<file path="config.mk">
export PLATFORM = sky130hd
export DESIGN_NAME = freq_glide
export DESIGN_NICKNAME = d
export VERILOG_FILES = /design/src/rtl/theremin_pkg.sv /design/src/rtl/tick_gen.sv /design/src/rtl/freq_glide.sv
export SDC_FILE = /design/constraint.sdc
export NUM_CORES = 1
export LEC_CHECK = 0
export CORE_UTILIZATION = 65
export CTS_BUF_LIST = sky130_fd_sc_hd__clkbuf_16
export CTS_CLUSTER_DIAMETER = 50
export DETAILED_ROUTE_END_ITERATION = 7
export PLACE_DENSITY = 0.87
export REMOVE_ABC_BUFFERS = 1
export SLEW_MARGIN = 20
export SYNTH_ARGS = -nofsm -noshare
export SYNTH_HDL_FRONTEND = slang
export SYNTH_HIERARCHICAL = 1
export SYNTH_SLANG_ARGS = --single-unit
</file>
<file path="constraint.sdc">
create_clock -name clk -period 16.57 [get_ports clk]
set_input_delay 3.314 -clock clk [delete_from_list [all_inputs] [get_ports clk]]
set_output_delay 3.314 -clock clk [all_outputs]
set_load 0.01 [all_outputs]
</file>
<file path="src/rtl/theremin_pkg.sv">
// rtl/theremin_pkg.sv - shared types and defaults for the theremin pitch path
package theremin_pkg;

   typedef enum logic [1:0] {GL_SETTLED, GL_UP, GL_DN} glide_state_t;

   localparam int GLIDE_TICK_DIV_DEF = 500;

endpackage

</file>
<file path="src/rtl/tick_gen.sv">
// rtl/tick_gen.sv - free-running prescaler, one-cycle tick every DIV clocks
module tick_gen #(
   parameter int DIV = 500
) (
   input  logic clk,
   input  logic reset,
   output logic tick
);

   localparam int CW = (DIV > 1) ? $clog2(DIV) : 1;

   logic [CW-1:0] count;

   assign tick = (count == CW'(DIV - 1));

   always_ff @(posedge clk) begin
      if (reset)
         count <= '0;
      else if (tick)
         count <= '0;
      else
         count <= count + 1'b1;
   end

endmodule

</file>
<file path="src/rtl/freq_glide.sv">
// rtl/freq_glide.sv - portamento slew limiter between pitch word and tone_gen
module freq_glide
   import theremin_pkg::*;
#(
   parameter int F_BITS   = 14,
   parameter int FRAC_B   = 8,
   parameter int TICK_DIV = GLIDE_TICK_DIV_DEF
) (
   input  logic              clk,
   input  logic              reset,
   input  logic [F_BITS-1:0] in_freq,
   input  logic              in_valid,
   input  logic [7:0]        rate,
   output logic [F_BITS-1:0] out_freq,
   output logic              out_valid,
   output logic              settled
);

   localparam int W = F_BITS + FRAC_B;

   logic              tick;
   logic [F_BITS-1:0] target;
   logic [W-1:0]      acc, acc_next, tgt_x;
   logic [8:0]        step;
   logic [W:0]        step_ext, sum, diff;
   glide_state_t      state, state_next;

   tick_gen #(.DIV(TICK_DIV)) tick_inst (
      .clk   (clk),
      .reset (reset),
      .tick  (tick)
   );

   // Extra top bit on add/subtract lets the clamp see overflow and borrow.
   assign tgt_x    = {target, {FRAC_B{1'b0}}};
   assign step     = 9'd256 - {1'b0, rate};
   assign step_ext = {{(W - 8){1'b0}}, step};
   assign sum      = {1'b0, acc} + step_ext;
   assign diff     = {1'b0, acc} - step_ext;

   always_comb begin
      acc_next   = acc;
      state_next = state;
      if (tick) begin
         if (rate == 8'd0) begin
            acc_next   = tgt_x;
            state_next = GL_SETTLED;
         end else begin
            unique case (state)
               GL_SETTLED: begin
                  if (acc < tgt_x)
                     state_next = GL_UP;
                  else if (acc > tgt_x)
                     state_next = GL_DN;
               end
               GL_UP: begin
                  if (acc > tgt_x)
                     state_next = GL_DN;
                  else if (sum >= {1'b0, tgt_x}) begin
                     acc_next   = tgt_x;
                     state_next = GL_SETTLED;
                  end else
                     acc_next = sum[W-1:0];
               end
               GL_DN: begin
                  if (acc < tgt_x)
                     state_next = GL_UP;
                  else if (diff[W] || (diff[W-1:0] <= tgt_x)) begin
                     acc_next   = tgt_x;
                     state_next = GL_SETTLED;
                  end else
                     acc_next = diff[W-1:0];
               end
               default: state_next = GL_SETTLED;
            endcase
         end
      end
   end

   always_ff @(posedge clk) begin
      if (reset) begin
         target    <= '0;
         acc       <= '0;
         state     <= GL_SETTLED;
         out_freq  <= '0;
         out_valid <= 1'b0;
         settled   <= 1'b1;
      end else begin
         if (in_valid)
            target <= in_freq;
         acc       <= acc_next;
         state     <= state_next;
         out_valid <= tick;
         if (tick) begin
            out_freq <= acc_next[W-1:FRAC_B];
            settled  <= (state_next == GL_SETTLED);
         end
      end
   end

endmodule

</file>
==> results of run 1 <==
[layout make-up]
class,instances,area [um2],share of cell area
clock buffers,9,225,0.0342
well taps,108,135,0.0205
inverters,57,214,0.0325
clock inverters,7,73.8,0.0112
flip-flops and latches,63,1260,0.192
repair buffers,43,418,0.0635
multi-input cells,593,4250,0.646
[per-stage QoR]
step	hold slack, ps	area [um2]	std cells	power (uW)	utilization
after floorplan	455	5720	713	197	-
after global placement	461	6280	864	218	0.716
after detailed placement	466	6280	864	220	0.716
after CTS	478	6580	880	414	0.750
after global routing	514	6580	880	427	0.751
final	477	6580	880	416	0.751
[cells in the mapped netlist, types with 9 or more instances]
library cell	instances	area share
a211oi_1	14	0.018
a21oi_1	66	0.056
a221oi_1	9	0.013
buf_2	10	0.0085
clkbuf_1	26	0.017
dfxtp_1	63	0.21
ha_1	67	0.14
inv_1	57	0.036
mux2i_1	20	0.034
nand2_1	38	0.024
nand3_1	15	0.013
nand4_1	15	0.016
nor2_1	80	0.051
nor3_1	33	0.028
o211ai_1	10	0.013
o21ai_0	26	0.022
o221a_2	9	0.017
xnor2_1	28	0.042
xor2_1	13	0.019
[final timing paths]
path	startpoint	end	depth (start not counted)	slack, ps
worst min-delay path	out_freq[12]$_SDFFE_PP0P_	out_freq[12]$_SDFFE_PP0P_	2	480
worst max-delay path	rate[2]	out_freq[6]$_SDFFE_PP0P_	22	6030
worst max register to register	acc[0]$_SDFFE_PP0P_	out_freq[6]$_SDFFE_PP0P_	19	9800
worst min register to register	out_freq[12]$_SDFFE_PP0P_	out_freq[12]$_SDFFE_PP0P_	2	480
[worst register-to-register path, cell delays in order (launching register included)]
cell      delay, ps
dfxtp_1         380
ha_1            190
inv_1            60
fa_1            450
nor2b_1         230
o2111a_1        240
o211ai_1        200
a21oi_2         440
nand4_1         180
xnor2_1         190
ha_1            320
nand3_1         120
nor3_1          390
nand4_1         200
nor4_1          410
nand4_1         830
and2_1          790
a311o_1         480
a311oi_1        410
nor3_1          120
[state kept, by name, summed over array words and instances (netlist names)]
signal,count
out_freq,14
state,2
tick_inst/count,9
settled,1
target,14
out_valid,1
acc,22
[layer usage]
metal | up-vias | wire, um
li1 | 2817 | -
met3 | 139 | 1750
met2 | 449 | 8920
met1 | 2852 | 7520
met5 | - | 0
met4 | 0 | 1490
[power groups by stage]
stage                     combinational, uW  clock, uW  sequential (uW)
after detailed placement               59.0          0              161
final                                  61.8        197              157
after global placement                 57.3          0              160
after floorplan                        37.3          0              160
after global routing                   66.6        203              157
after CTS                              59.6        197              157
[cell families after synthesis]
| kind of cell | Yosys count | synth area share |
|---|---|---|
| compound gates | 225 | 0.272 |
| simple gates | 238 | 0.204 |
| xor+xnor | 41 | 0.0609 |
| flops | 63 | 0.214 |
| mux | 20 | 0.0339 |
| buf+inv | 98 | 0.0664 |
| fa+ha+maj | 69 | 0.149 |
==> reports/qor.yml, run 1 <==
power_and_ir_drop:
  power.switching_uw: 122
  p_leak_uw: 0.00260
  powerDensity_nw_per_um2: 63.3
  power_frac_seq: 0.378
  swShare: 0.293
  p_clk_frac: 0.473
  power_frac_comb: 0.149
  ir_worst_vdd_uv: 59.0
  intPower_uw: 294
clock_tree:
  hold_buffers: 0
  cts_buffers: 9
  post_cts_buffers: 0
  cts_tree: "built"
  clk_latency_ps: 340
  clkSlewWorstSetupHoldPaths_ps: 60
  clockBufferDepth: 2
  htree_levels: 3
  cts_sinks: 63
  ctsResizeCount: 0
  cts_root_buf: "clkbuf_16"
logic_synthesis:
  yosys_warnings: 6
  synth_ff_type: "dfxtp_1"
  ys_ff_latch: 63
  synth-edff-count: 0
  synth_area_um2: 5900
  syn_inst: 754
  synth-seq-area-share: 0.214
  synth.avg_cell_area_um2: 7.82
  ys_types: 77
  async_flop_share: 0
floorplanning:
  die_area_um2: 9460
  fp.dieW_um: 97.3
  core_um2: 8760
  ios: 41
  start_util: 0.673
  rows: 34
  die_h_um: 97.3
worst_setup_path:
  crit_buf_inv: 2
  cp_slowest_cell: "nand4_1"
  crit_required_ps: 16770
  critical_path.endpoint_type: "register"
  cp-start-kind: "input pin"
  cp_common_cell: "nor3_1"
  path_max_fanout: 16
  cpPeakStageDelay_ps: 820
  crit_chain: "clkdlybuf4s50_1 -> nor3_1 -> nand3_1 -> or3_1 -> xor2_1 -> ha_1 -> inv_1 -> nor2_1 -> o211ai_1 -> a21o_1 -> o21a_1 -> or2_2 -> ha_1 -> nand3_1 -> nor3_1 -> nand4_1 -> nor4_1 -> nand4_1 -> and2_1 -> a311o_1 -> a311oi_1 -> nor3_1"
  worstPathArrival_ps: 10740
  crit_family: "simple AND/OR/NAND/NOR gates"
  critPathKind: "input pin to register"
timing:
  slew-limit-headroom: 0.313
  setup_viol: 0
  worst_slack_ps: 6030
  fin_crit_sh: 0.636
  tightest_slew_ps: 1010
  rsz0062_at_grt: "false"
  fin_setup_tns_ps: 0
  clock_skew_ps: 5.08
  hold_viol_final: 0
  max_freq_mhz: 94.9
  slew_viol_final: 0
  min_period_ps: 10540
global_routing:
  grt_pass1_wl_um: 31400
  top_usage_layer: "met2"
  antenna_found_initial: 0
  grt_usage: 0.418
  grtUsageMet3: 0.0719
  grtUsageMet1: 0.486
  grt.overflow.total: 0
  grt_max_degree: 50
  grt_pass1_vias: 6339
  grtUsageMet2: 0.685
drt:
  ant_nets: 0
  route.detailed.drc: 0
  firstDrtPassIters: 5
  drt-vias-per-instance: 7.11
  routed_wl_um: 19700
  drt_iter0_markers: 655
  dr_total_vias: 6257
  wl_per_cell_um: 22.4
cells_and_area:
  fill_cells: 702
  final_cell_mix: "79 x nor2_1, 67 x ha_1, 66 x a21oi_1, 63 x dfxtp_1, 57 x inv_1"
  diodes: 0
  layout_commonest_cell: "nor2_1"
  fin_nets: 861
  final_layout_size_suffix_gt1_frac: 0.0661
  area_delta_synth_final_pct: 11.5
placement:
  dp_slack_ps: 6010
  gp_congestion: 1.07
  dp_hpwl_um: 14600
  portBuffers: 40
run:
  maxCapViolations: 0
run_status:
  outcome: "completed"
worst_hold_path:
  hp-class: "register to register"
(Power assumes the default switching activity.)
==> run 2: changes to the inputs <==
- CORE_UTILIZATION: 65 -> 61
- PLACE_DENSITY: 0.87 -> 0.82
- clock period: 16.57 -> 10.4 ns (I/O delays scaled with it)
==> reports/qor.yml, run 2 (synthesis results as in run 1) <==
timing:
  min_period_ps: 9100
  max_freq_mhz: 110
  fin_crit_sh: 0.875
  clock_skew_ps: 7.57  # +2.49 ps
  holdWs_ps: 475  # -2.33 ps
  hold_viol_final: 0  # unchanged
  setup_viol: 0  # unchanged
  tightest_slew_ps: 1140  # +129 ps
  rsz0062_at_grt: "false"
  slew-limit-headroom: 0.233  # -0.0801
  fin_setup_tns_ps: 0  # unchanged
  slew_viol_final: 0  # unchanged
power_and_ir_drop:
  power_frac_comb: 0.146  # -0.003
  intPower_uw: 493  # +67%
  p_leak_uw: 0.00262  # +0.52%
  power_uw: 682  # +64%
  power_frac_seq: 0.367  # -0.011
  powerDensity_nw_per_um2: 103  # +62%
  p_clk_frac: 0.487  # +0.014
  power.switching_uw: 189  # +55%
  swShare: 0.277  # -0.0155
  ir_worst_vdd_uv: 102  # +73%
clock_tree:
  cts_root_buf: "clkbuf_16"
  htree_levels: 3  # unchanged
  clockBufferDepth: 2  # unchanged
  hold_buffers: 0  # unchanged
  clkSlewWorstSetupHoldPaths_ps: 60  # about the same
  clk_latency_ps: 340  # about the same
  cts_sinks: 63  # unchanged
  cts_tree: "built"
  ctsResizeCount: 0  # unchanged
  cts_buffers: 9  # unchanged
  post_cts_buffers: 0  # unchanged
cells_and_area:
  largest_reg_flops: 22  # unchanged
  fill_cells: 755  # +7.5%
  diodes: 0  # unchanged
  area_delta_synth_final_pct: 12.6
  final_cell_mix: "79 x nor2_1, 67 x ha_1, 66 x a21oi_1, 63 x dfxtp_1, 57 x inv_1"
  fin_nets: 863  # +0.23%
  regArea_um2: 1260  # unchanged
  layout_commonest_cell: "nor2_1"
  multi_input_area_um2: 4250  # about the same
  reg_top3: "acc: 22 flops, out_freq: 14 flops, target: 14 flops"
  regMostFlops: "acc"
  final_layout_size_suffix_gt1_frac: 0.0659  # -0.000171
worst_setup_path:
  cp-start-kind: "input pin"
  critPathKind: "input pin to register"
  reg2reg_depth: 19  # unchanged
  path_max_fanout: 16  # unchanged
  worstPathArrival_ps: 9300  # -1440 ps
  critical_path.endpoint_type: "register"
  crit_required_ps: 10600  # -6170 ps
drt:
  routed_wl_um: 20300  # +3.2%
  firstDrtPassIters: 5  # unchanged
  drt-vias-per-instance: 7.00  # -1.5%
  dr_total_vias: 6324  # +1.1%
  ant_nets: 0  # unchanged
  route.detailed.drc: 0  # unchanged
  wl_per_cell_um: 22.5  # +0.61%
  drt_iter0_markers: 600  # -8.4%
run:
  maxCapViolations: 0  # unchanged
floorplanning:
  start_util: 0.635  # -0.0377
  die_h_um: 100  # +3.2%
  rows: 35  # +2.9%
  fp.dieW_um: 100  # +3.2%
  core_um2: 9280  # +5.9%
  die_area_um2: 10100  # +6.4%
  ios: 41  # unchanged
global_routing:
  antenna_found_initial: 0  # unchanged
  grt_max_degree: 50  # unchanged
  grt_pass1_vias: 6064  # -4.3%
  grt_usage: 0.417  # -0.000460
  grt.overflow.total: 0  # unchanged
  grt_pass1_wl_um: 32100  # +2.1%
placement:
  gp_congestion: 1.03  # -3.1%
  dp_hpwl_um: 15000  # +3.0%
  portBuffers: 40  # unchanged
worst_hold_path:
  hp-class: "register to register"
  whs_path_depth: 2  # unchanged
run_status:
  outcome: "completed"
==> run 2: cell types whose count changed in the layout (fill, tap and decap cells not counted) <==
cell,delta
buf_4,+2
bufinv_16,+1
clkinv_1,+1
clkinv_2,-2
clkinv_4,-2
clkinvlp_4,+1
inv_6,+1
o21ai_1,+1
o21ai_2,-1
==> run 2: layout make-up <==
cell class	count	share of cell area
sequential	63	0.190
clock buffer	9	0.0339
timing repair buffer	45	0.0652
multi-input combinational	593	0.640
inverter	57	0.0322
clock inverter	7	0.0145
tap	129	0.0243
==> run 2: power groups by stage <==
stage | logic [uW] | registers [uW] | clock network [uW]
floorplan | 59.4 | 254 | 0
global placement | 92.9 | 255 | 0
detailed placement | 95.3 | 256 | 0
CTS | 96.0 | 250 | 333
global route | 107 | 251 | 344
finish | 99.4 | 251 | 332
==> run 2: layer usage <==
| layer | GRT usage | vias up | wire [um] |
|---|---|---|---|
| met5 | 0 | - | 0 |
| met4 | 0.231 | 0 | 1000 |
| met3 | 0.0975 | 95 | 2310 |
| met2 | 0.640 | 446 | 8870 |
| met1 | 0.538 | 2956 | 8140 |
| li1 | - | 2827 | - |
==> run 2: worst max-delay path, cell delays in order <==
cell	delay [ps]
clkdlybuf4s50_1	490
nor3_1	290
nand3_1	150
or3_1	340
xor2_1	160
ha_1	450
inv_1	190
nor2_1	230
o211ai_1	170
a21o_1	330
o21a_1	280
or2_2	320
ha_1	300
nand3_1	100
nor3_1	320
nand4_1	180
nor4_1	300
nand4_1	800
and2_1	780
a311o_1	490
a311oi_1	420
nor3_1	120
==> run 2: worst paths after layout <==
path / from / endpoint / slack (ps)
min: out_freq[0]$_SDFFE_PP0P_ / out_freq[0]$_SDFFE_PP0P_ / 470
max reg2reg: acc[0]$_SDFFE_PP0P_ / out_freq[10]$_SDFFE_PP0P_ / 3980
min reg2reg: out_freq[0]$_SDFFE_PP0P_ / out_freq[0]$_SDFFE_PP0P_ / 470
max: rate[2] / out_freq[10]$_SDFFE_PP0P_ / 1300
==> run 2: per-stage QoR <==
step                instance area [um2]  utilization  setup slack, ps  instances
floorplan                          5720            -             3350        713
global placement                   6320        0.680             1380        887
detailed placement                 6320        0.680             1290        887
CTS                                6640        0.715             1590        903
global route                       6640        0.715             1150        903
finish                             6640        0.715             1300        903
